--- src/rtl/oam_dma_pkg.sv ---
// Shared types and constants for the OAM DMA bus arbiter.
package oam_dma_pkg;

    typedef enum logic [1:0] {
        IDLE,
        SETUP,
        READ,
        WRITE
    } dma_state_t;

    typedef enum logic [1:0] {
        SEL_MAIN,
        SEL_HRAM,
        SEL_DMA_REG
    } addr_sel_t;

    localparam logic [15:0] DMA_REG_ADDR = 16'hFF46;
    localparam logic [15:0] OAM_BASE     = 16'hFE00;
    localparam int          DMA_LEN      = 160;
    localparam logic [7:0]  LAST_IDX     = 8'(DMA_LEN - 1);
    localparam logic [15:0] HRAM_LO      = 16'hFF80;
    localparam logic [15:0] HRAM_HI      = 16'hFFFE;
    localparam logic [7:0]  ECHO_HI      = 8'hE0;

    // Sources at E0xx and above read through the echo-RAM mirror.
    function automatic logic [7:0] echo_fold(input logic [7:0] hi);
        return (hi < ECHO_HI) ? hi : hi - 8'h20;
    endfunction

endpackage

--- src/rtl/oam_dma_arbiter_decode.sv ---
// Combinational classification of a CPU address into HRAM,
// the DMA source register, or the main bus.
module oam_dma_decode
    import oam_dma_pkg::*;
(
    input  logic [15:0] addr,
    output addr_sel_t   sel
);

    always_comb begin
        sel = SEL_MAIN;
        unique case (1'b1)
            (addr >= HRAM_LO && addr <= HRAM_HI): sel = SEL_HRAM;
            (addr == DMA_REG_ADDR):               sel = SEL_DMA_REG;
            default:                              sel = SEL_MAIN;
        endcase
    end

endmodule

--- src/rtl/oam_dma_arbiter.sv ---
// SM83 bus arbiter with OAM DMA engine at FF46.
// Optional: OAM_DMA_RESTART_EN lets an FF46 write restart a running copy.
module oam_dma_arbiter
    import oam_dma_pkg::*;
(
    input  logic        clk,
    input  logic        rst,
    input  logic [15:0] cpu_addr,
    input  logic [7:0]  cpu_d_out,
    input  logic        cpu_write,
    output logic [7:0]  cpu_d_in,
    output logic [15:0] mem_addr,
    output logic [7:0]  mem_d_out,
    output logic        mem_write,
    input  logic [7:0]  mem_d_in,
    output logic [6:0]  hram_addr,
    output logic [7:0]  hram_d_out,
    output logic        hram_write,
    input  logic [7:0]  hram_d_in,
    output logic        busy
);

    dma_state_t state_q, state_d;
    logic [7:0] idx_q, idx_d;
    logic [7:0] dma_reg_q, dma_reg_d;
    logic [7:0] data_q, data_d;
    logic [7:0] src_hi_q, src_hi_d;
    addr_sel_t  sel;
    logic       dma_wr;
    logic       start;

    oam_dma_decode u_decode (
        .addr (cpu_addr),
        .sel  (sel)
    );

    assign dma_wr = cpu_write && (sel == SEL_DMA_REG);

`ifdef OAM_DMA_RESTART_EN
    assign start = dma_wr;
`else
    assign start = dma_wr && (state_q == IDLE);
`endif

    always_ff @(posedge clk) begin
        if (!rst) begin
            state_q   <= IDLE;
            idx_q     <= 8'h00;
            dma_reg_q <= 8'hFF;
            data_q    <= 8'h00;
            src_hi_q  <= 8'h00;
        end else begin
            state_q   <= state_d;
            idx_q     <= idx_d;
            dma_reg_q <= dma_reg_d;
            data_q    <= data_d;
            src_hi_q  <= src_hi_d;
        end
    end

    always_comb begin
        state_d   = state_q;
        idx_d     = idx_q;
        data_d    = data_q;
        src_hi_d  = src_hi_q;
        dma_reg_d = dma_wr ? cpu_d_out : dma_reg_q;
        unique case (state_q)
            SETUP: state_d = READ;
            READ: begin
                data_d  = mem_d_in;
                state_d = WRITE;
            end
            WRITE: begin
                if (idx_q == LAST_IDX) begin
                    idx_d   = 8'h00;
                    state_d = IDLE;
                end else begin
                    idx_d   = idx_q + 8'h01;
                    state_d = READ;
                end
            end
            default: ;
        endcase
        // Source page is frozen here; later FF46 writes only change readback.
        if (start) begin
            state_d  = SETUP;
            idx_d    = 8'h00;
            src_hi_d = echo_fold(cpu_d_out);
        end
    end

    always_comb begin
        mem_addr   = 16'h0000;
        mem_d_out  = cpu_d_out;
        mem_write  = 1'b0;
        hram_addr  = cpu_addr[6:0];
        hram_d_out = cpu_d_out;
        hram_write = 1'b0;
        cpu_d_in   = 8'hFF;
        unique case (sel)
            SEL_HRAM: begin
                hram_write = cpu_write;
                cpu_d_in   = hram_d_in;
            end
            SEL_DMA_REG: cpu_d_in = dma_reg_q;
            default: begin
                if (state_q == IDLE) begin
                    mem_write = cpu_write;
                    cpu_d_in  = mem_d_in;
                end
            end
        endcase
        unique case (state_q)
            IDLE:  mem_addr = cpu_addr;
            SETUP: mem_addr = 16'h0000;
            READ:  mem_addr = {src_hi_q, idx_q};
            WRITE: begin
                mem_addr  = OAM_BASE + {8'h00, idx_q};
                mem_d_out = data_q;
                mem_write = 1'b1;
            end
            default: mem_addr = 16'h0000;
        endcase
        if (!rst) begin
            mem_addr   = 16'h0000;
            mem_write  = 1'b0;
            hram_write = 1'b0;
        end
    end

    assign busy = rst && (state_q != IDLE);

endmodule
--- config.mk ---
export PLATFORM = sky130hd
export DESIGN_NAME = oam_dma_arbiter
export DESIGN_NICKNAME = d
export VERILOG_FILES = /design/src/rtl/oam_dma_pkg.sv /design/src/rtl/oam_dma_arbiter_decode.sv /design/src/rtl/oam_dma_arbiter.sv
export SDC_FILE = /design/constraint.sdc
export NUM_CORES = 1
export LEC_CHECK = 0
export ABC_AREA = 1
export CAP_MARGIN = 0
export CORE_ASPECT_RATIO = 0.75
export CORE_MARGIN = 5
export CORE_UTILIZATION = 42
export DETAILED_ROUTE_END_ITERATION = 8
export PLACE_DENSITY_LB_ADDON = 0.25
export SLEW_MARGIN = 20
export SYNTH_ARGS = -nofsm -noshare
export SYNTH_HDL_FRONTEND = slang
export SYNTH_SLANG_ARGS = --single-unit
--- constraint.sdc ---
create_clock -name clk -period 3.3 [get_ports clk]
set_input_delay 0.99 -clock clk [delete_from_list [all_inputs] [get_ports clk]]
set_output_delay 0.99 -clock clk [all_outputs]
set_load 0.005 [all_outputs]
## After elaboration in Yosys (flattened, before gate mapping)

Index checks and enable logic that the tools add are counted.

- Add/subtract/negate cells: 3
- Magnitude comparators: 3
- Equality and inequality tests: 7
- Muxes and demuxes: 17
- Bitwise gates (word level): 1
- Reductions and logical operators: 10

Operator list:

| operator | number |
|---|---|
| $pmux W16 S4 | 1 |
| $mux W8 | 4 |
| $eq A16 B16 Y1 const B | 1 |
| $ge A16 B16 Y1 const B | 1 |
| $le A16 B16 Y1 const B | 1 |
| $mux W16 | 1 |
| $pmux W8 S2 | 1 |
| $add A10 B9 Y11 const A | 1 |
| $add A8 B1 Y8 const B | 1 |
| $eq A8 B8 Y1 const B | 1 |
| $lt A8 B8 Y1 const B | 1 |
| $sub A8 B6 Y8 const B | 1 |
| $mux W1 | 7 |
| $eq A2 B2 Y1 const B | 3 |
| $pmux W2 S3 | 1 |
| $eq A2 B1 Y1 const B | 2 |
| $logic_and A1 B1 Y1 | 4 |
| $pmux W2 S2 | 1 |
| $reduce_bool A4 Y1 | 1 |
| $reduce_or A2 Y1 | 2 |
| $reduce_bool A3 Y1 | 1 |
| $logic_not A2 Y1 | 1 |
| $mux W2 | 1 |
| $reduce_bool A2 Y1 | 1 |
| $not A1 Y1 | 1 |

- Bits in registers: 34
- Output and inout bits: 50
- Word-level logic and storage cells: 47

## Depth between registers and ports, before layout

- Depth after elaboration: 8
- Mapped depth: 15
- Gate-level depth less buffers: 14

## Modules after synthesis

Synthesis repeated with hierarchy kept, for this count alone.

- Cells, all modules: 363
- Area, all modules: 2258.4 um^2

Modules (own cells, without submodules):

| module | times used | cells each | area each (um^2) | sequential area each (um^2) |
|---|---|---|---|---|
| oam_dma_arbiter | 1 | 333 | 2134.5 | 680.7 |
| oam_dma_decode | 1 | 30 | 123.9 | 0.0 |

## Worst setup path before layout

No wires, ideal clock.

- Path kind: input to output
- Start point: input cpu_addr[15]
- End point: output cpu_d_in[0]
- Arrival time: 2.235 ns
- Required time: 2.310 ns
- Setup slack: 0.075 ns
- Stages: 10
- Path buffers: 1
- Path through: nand2_1 -> nor3_1 -> nand2_1 -> nor2_1 -> nand2_1 -> ha_1 -> clkbuf_1 -> nand2_1 -> nor2_1 -> a21oi_1

- Word-level cells in the longest chain between the ends: 5
- Elaborated cells between the ends (all ways): 8
- Classes of those cells: order compare: 2; eq/ne: 3; mux: 2; reduce/logical: 1

Ends and longest elaborated chain:

| what | RTL line | text |
|---|---|---|
| start: declaration | oam_dma_arbiter.sv:8 | `input logic [15:0] cpu_addr,` |
| $ge A16 B16 Y1 or $le A16 B16 Y1 (tied branches) | oam_dma_arbiter_decode.sv:13 | `(addr >= HRAM_LO && addr <= HRAM_HI): sel = SEL_HRAM;` |
| $logic_and A1 B1 Y1 | oam_dma_arbiter_decode.sv:13 |  |
| $pmux W2 S2 (*) | oam_dma_arbiter_decode.sv:12 | `unique case (1'b1)` |
| $eq A2 B2 Y1 or $eq A2 B1 Y1 (tied branches) | oam_dma_arbiter.sv:100 | `unique case (sel)` |
| $pmux W8 S2 (*) | oam_dma_arbiter.sv:100 |  |
| end: declaration | oam_dma_arbiter.sv:11 | `output logic [7:0] cpu_d_in,` |

Every way passes the cells marked *; elsewhere a longest branch is shown, timed or not.

## Worst setup path after layout

- Start point: input cpu_addr[13]
- End point: output mem_write

- Word-level cells in the longest chain between the ends: 8
- Elaborated cells between the ends (all ways): 11
- Classes of those cells: order compare: 2; eq/ne: 3; mux: 4; reduce/logical: 2

Ends and longest elaborated chain:

| what | RTL line | text |
|---|---|---|
| $ge A16 B16 Y1 or $le A16 B16 Y1 (tied branches) | oam_dma_arbiter_decode.sv:13 |  |
| $logic_and A1 B1 Y1 | oam_dma_arbiter_decode.sv:13 |  |
| $pmux W2 S2 (*) | oam_dma_arbiter_decode.sv:12 |  |
| $eq A2 B2 Y1 or $eq A2 B1 Y1 (tied branches) | oam_dma_arbiter.sv:100 |  |
| $reduce_or A2 Y1 (no line) (*) | -- |  |
| $mux W1 (*) | oam_dma_arbiter.sv:100 |  |
| $mux W1 (*) | oam_dma_arbiter.sv:113 | `unique case (state_q)` |
| $mux W1 (*) | oam_dma_arbiter.sv:124 | `if (!rst) begin` |
| end: declaration | oam_dma_arbiter.sv:14 | `output logic mem_write,` |

Marked as above.

==> results.ini <==
[grt]
top_usage_layer=met2
grt_start_max_net_pins=17
use_met1=0.326
grt_use_met2=0.401
use_met3=0.0724
track_usage=0.246
gr-total-overflow=0
antenna_found_initial=0
grt_pass1_wl_um=13000
grt_pass1_vias=2647

[power_and_ir_drop]
power_w=0.000999
switchingPower_w=0.000227
p_leak_nw=1.59
comb_power_share=0.199
p_clk_frac=0.391
powerDensity_nw_per_um2=280
sw_frac_of_total=0.228
internal-power_w=0.000771
seq_power_share=0.411
vdd.ir_drop.worst_v=0.000180

[cells_and_area]
drive_gt1_frac=0.300
fin_area_um2=3570
fin_nets=500
n_antenna_cell=0
num-fill-cells=389
area_growth_pct=67.1

[synthesis]
syn_avg_cell_area_um2=6.44
ys_ff_latch=34
yosysMostFrequentCell=nand2_1
synthArstFlopShare=0
synth_area_um2=2140
synthTopCellsByCount=nand2_1, nor2_1, dfxtp_1
seq_area_frac_synth=0.319
ys_types=28
yosysTopAreaCell=dfxtp_1
synthCells=332
synth-edff-count=0
synthTopCellsByArea=dfxtp_1, nand2_1, nor2_1, a21oi_1, buf_4
synth_top_area_share=0.319
ys_warn_count=0
synth_fp_nets=382
synth_ff_type=dfxtp_1

[place]
dpl.hpwl_um=5830
placed_area_um2=3180
place_congestion=0.904
port_buffers=92

[sta]
min_period_ns=3.44
fin_crit_sh=1.04
setup_slack_ns=-0.139
worst_pin_slew_ns=0.367
fin_skew_ns=0.00271
setup_viol=9
rsz0062_at_grt=true
fmax_mhz=291
finalMaxSlewViolations=0
slew_headroom=0.755
hold_viol=0

[route]
drtPass1Iterations=5
totalWireLength_um=8240
first_iter_violations=216
viasPerCell=5.35
via_count=2729
post_drt_wl_per_cell_um=16.1
ant_nets=0
drcViolationCount=0

[setup_path]
arrival_ns=2.45
critPathLaunchType=primary input
cp-end-kind=output port
crit_type=in -> out
worstPathRequired_ns=2.31
crit_fanout=4

[cts]
cts.htree.levels=2
cts_buffer_depth=2
numClockSinks=34
clk_latency_ns=0.28
cts_tree=built
ctsHoldBuffers=0
clkTransAtPathRegs_ns=0.07
root_buffer=clkbuf_8
cts_made_buffers=5

[die]
coreArea_um2=4900
dieWidth_um=92.4
io_pins=93
die_area_um2=6630
core.rowCount=22
initial_utilization=0.436
fp.dieH_um=71.8

[hold_path]
hold_class=reg -> reg

[status]
status=finished, violations left
violations=setup timing

[run]
drv_cap=0

## layer usage
metal,up-vias,routed length (um)
li1,1302,-
met1,1258,3680
met2,159,3660
met3,10,794
met4,0,95
met5,-,0
## worst paths after layout
| path | startpoint | end | slack [ns] | cells after the start |
|---|---|---|---|---|
| max | cpu_addr[13] | mem_write | -0.14 | 10 |
| min | src_hi_q[5]$_SDFFE_PN0P_ | src_hi_q[5]$_SDFFE_PN0P_ | 0.46 | 2 |
| max reg2reg | state_q[1]$_SDFFE_PP0N_ | idx_q[6]$_SDFFE_PP0P_ | 1.53 | 9 |
| min reg2reg | src_hi_q[5]$_SDFFE_PN0P_ | src_hi_q[5]$_SDFFE_PN0P_ | 0.46 | 2 |
## final cells by class
class	count	area (um2)	area share
inverter	29	114	0.0319
multi-input combinational	242	1370	0.383
tap	60	75.1	0.0210
clock inverter	1	30.0	0.00841
sequential	34	681	0.191
clock buffer	6	82.6	0.0231
timing repair buffer	138	1220	0.342
## critical path, stage by stage
cell	delay (ns)
dlygate4sd2_1	0.22
nand2_1	0.07
nor2_2	0.16
buf_4	0.14
nand2_4	0.05
ha_4	0.33
buf_16	0.13
nand3_4	0.07
a21oi_2	0.14
buf_2	0.15
## kinds of logic (layout without fill, tap and decap cells)
kind of cell / after synthesis / in the layout / synth area share
AOI/OAI and AO/OA: 70 / 70 / 0.178
adders and majority gates: 7 / 7 / 0.0410
DFF: 34 / 34 / 0.318
buffers and inverters: 56 / 174 / 0.131
and+or+nand+nor: 162 / 162 / 0.320
xor gates and xnor gates: 3 / 3 / 0.0123
## layout by cell type, fill, tap and decap left out, drive strengths merged, types with 9 or more instances in the layout
cell type / instances
nand2: 84
buf: 68
clkdlybuf4s50: 60
nor2: 48
dfxtp: 34
a21oi: 32
o21ai: 27
inv: 27
nand3: 22
clkbuf: 9
## metrics by stage
| stage | worst slack, ns | std cells | TNS (ns) | util | hold WS (ns) |
|---|---|---|---|---|---|
| after floorplan | 0.0748 | 332 | 0 | - | 0.419 |
| after global placement | -0.847 | 486 | -11.47 | 0.650 | 0.432 |
| after detailed placement | -0.933 | 486 | -12.34 | 0.650 | 0.444 |
| after CTS | -0.0488 | 509 | -0.119 | 0.718 | 0.457 |
| after global routing | -0.164 | 510 | -1.22 | 0.729 | 0.472 |
| final | -0.139 | 510 | -0.894 | 0.729 | 0.457 |
## registers in the layout (all words and copies together), names as in the netlist
| signal | flops |
|---|---|
| dma_reg_q | 8 |
| data_q | 8 |
| state_q | 2 |
| src_hi_q | 8 |
| idx_q | 8 |
## power by group through the flow
| stage | clock [W] | combinational, W | sequential (W) |
|---|---|---|---|
| 2_1_floorplan | 0 | 0.0000543 | 0.000420 |
| 5_1_grt | 0.000422 | 0.000212 | 0.000410 |
| 6_report | 0.000390 | 0.000198 | 0.000410 |
| 4_1_cts | 0.000401 | 0.000194 | 0.000410 |
| 3_3_place_gp | 0 | 0.000187 | 0.000420 |
| 3_5_place_dp | 0 | 0.000188 | 0.000420 |
## what timing repair did
| item | CTS | global route |
|---|---|---|
| cloned | 1 | 0 |
| pin swaps | 21 | 8 |
| buffers inserted | 15 | 1 |
| resized for setup | 150 | 23 |
| setup endpoints to repair | 27 | 16 |
(Power assumes the default switching activity.)
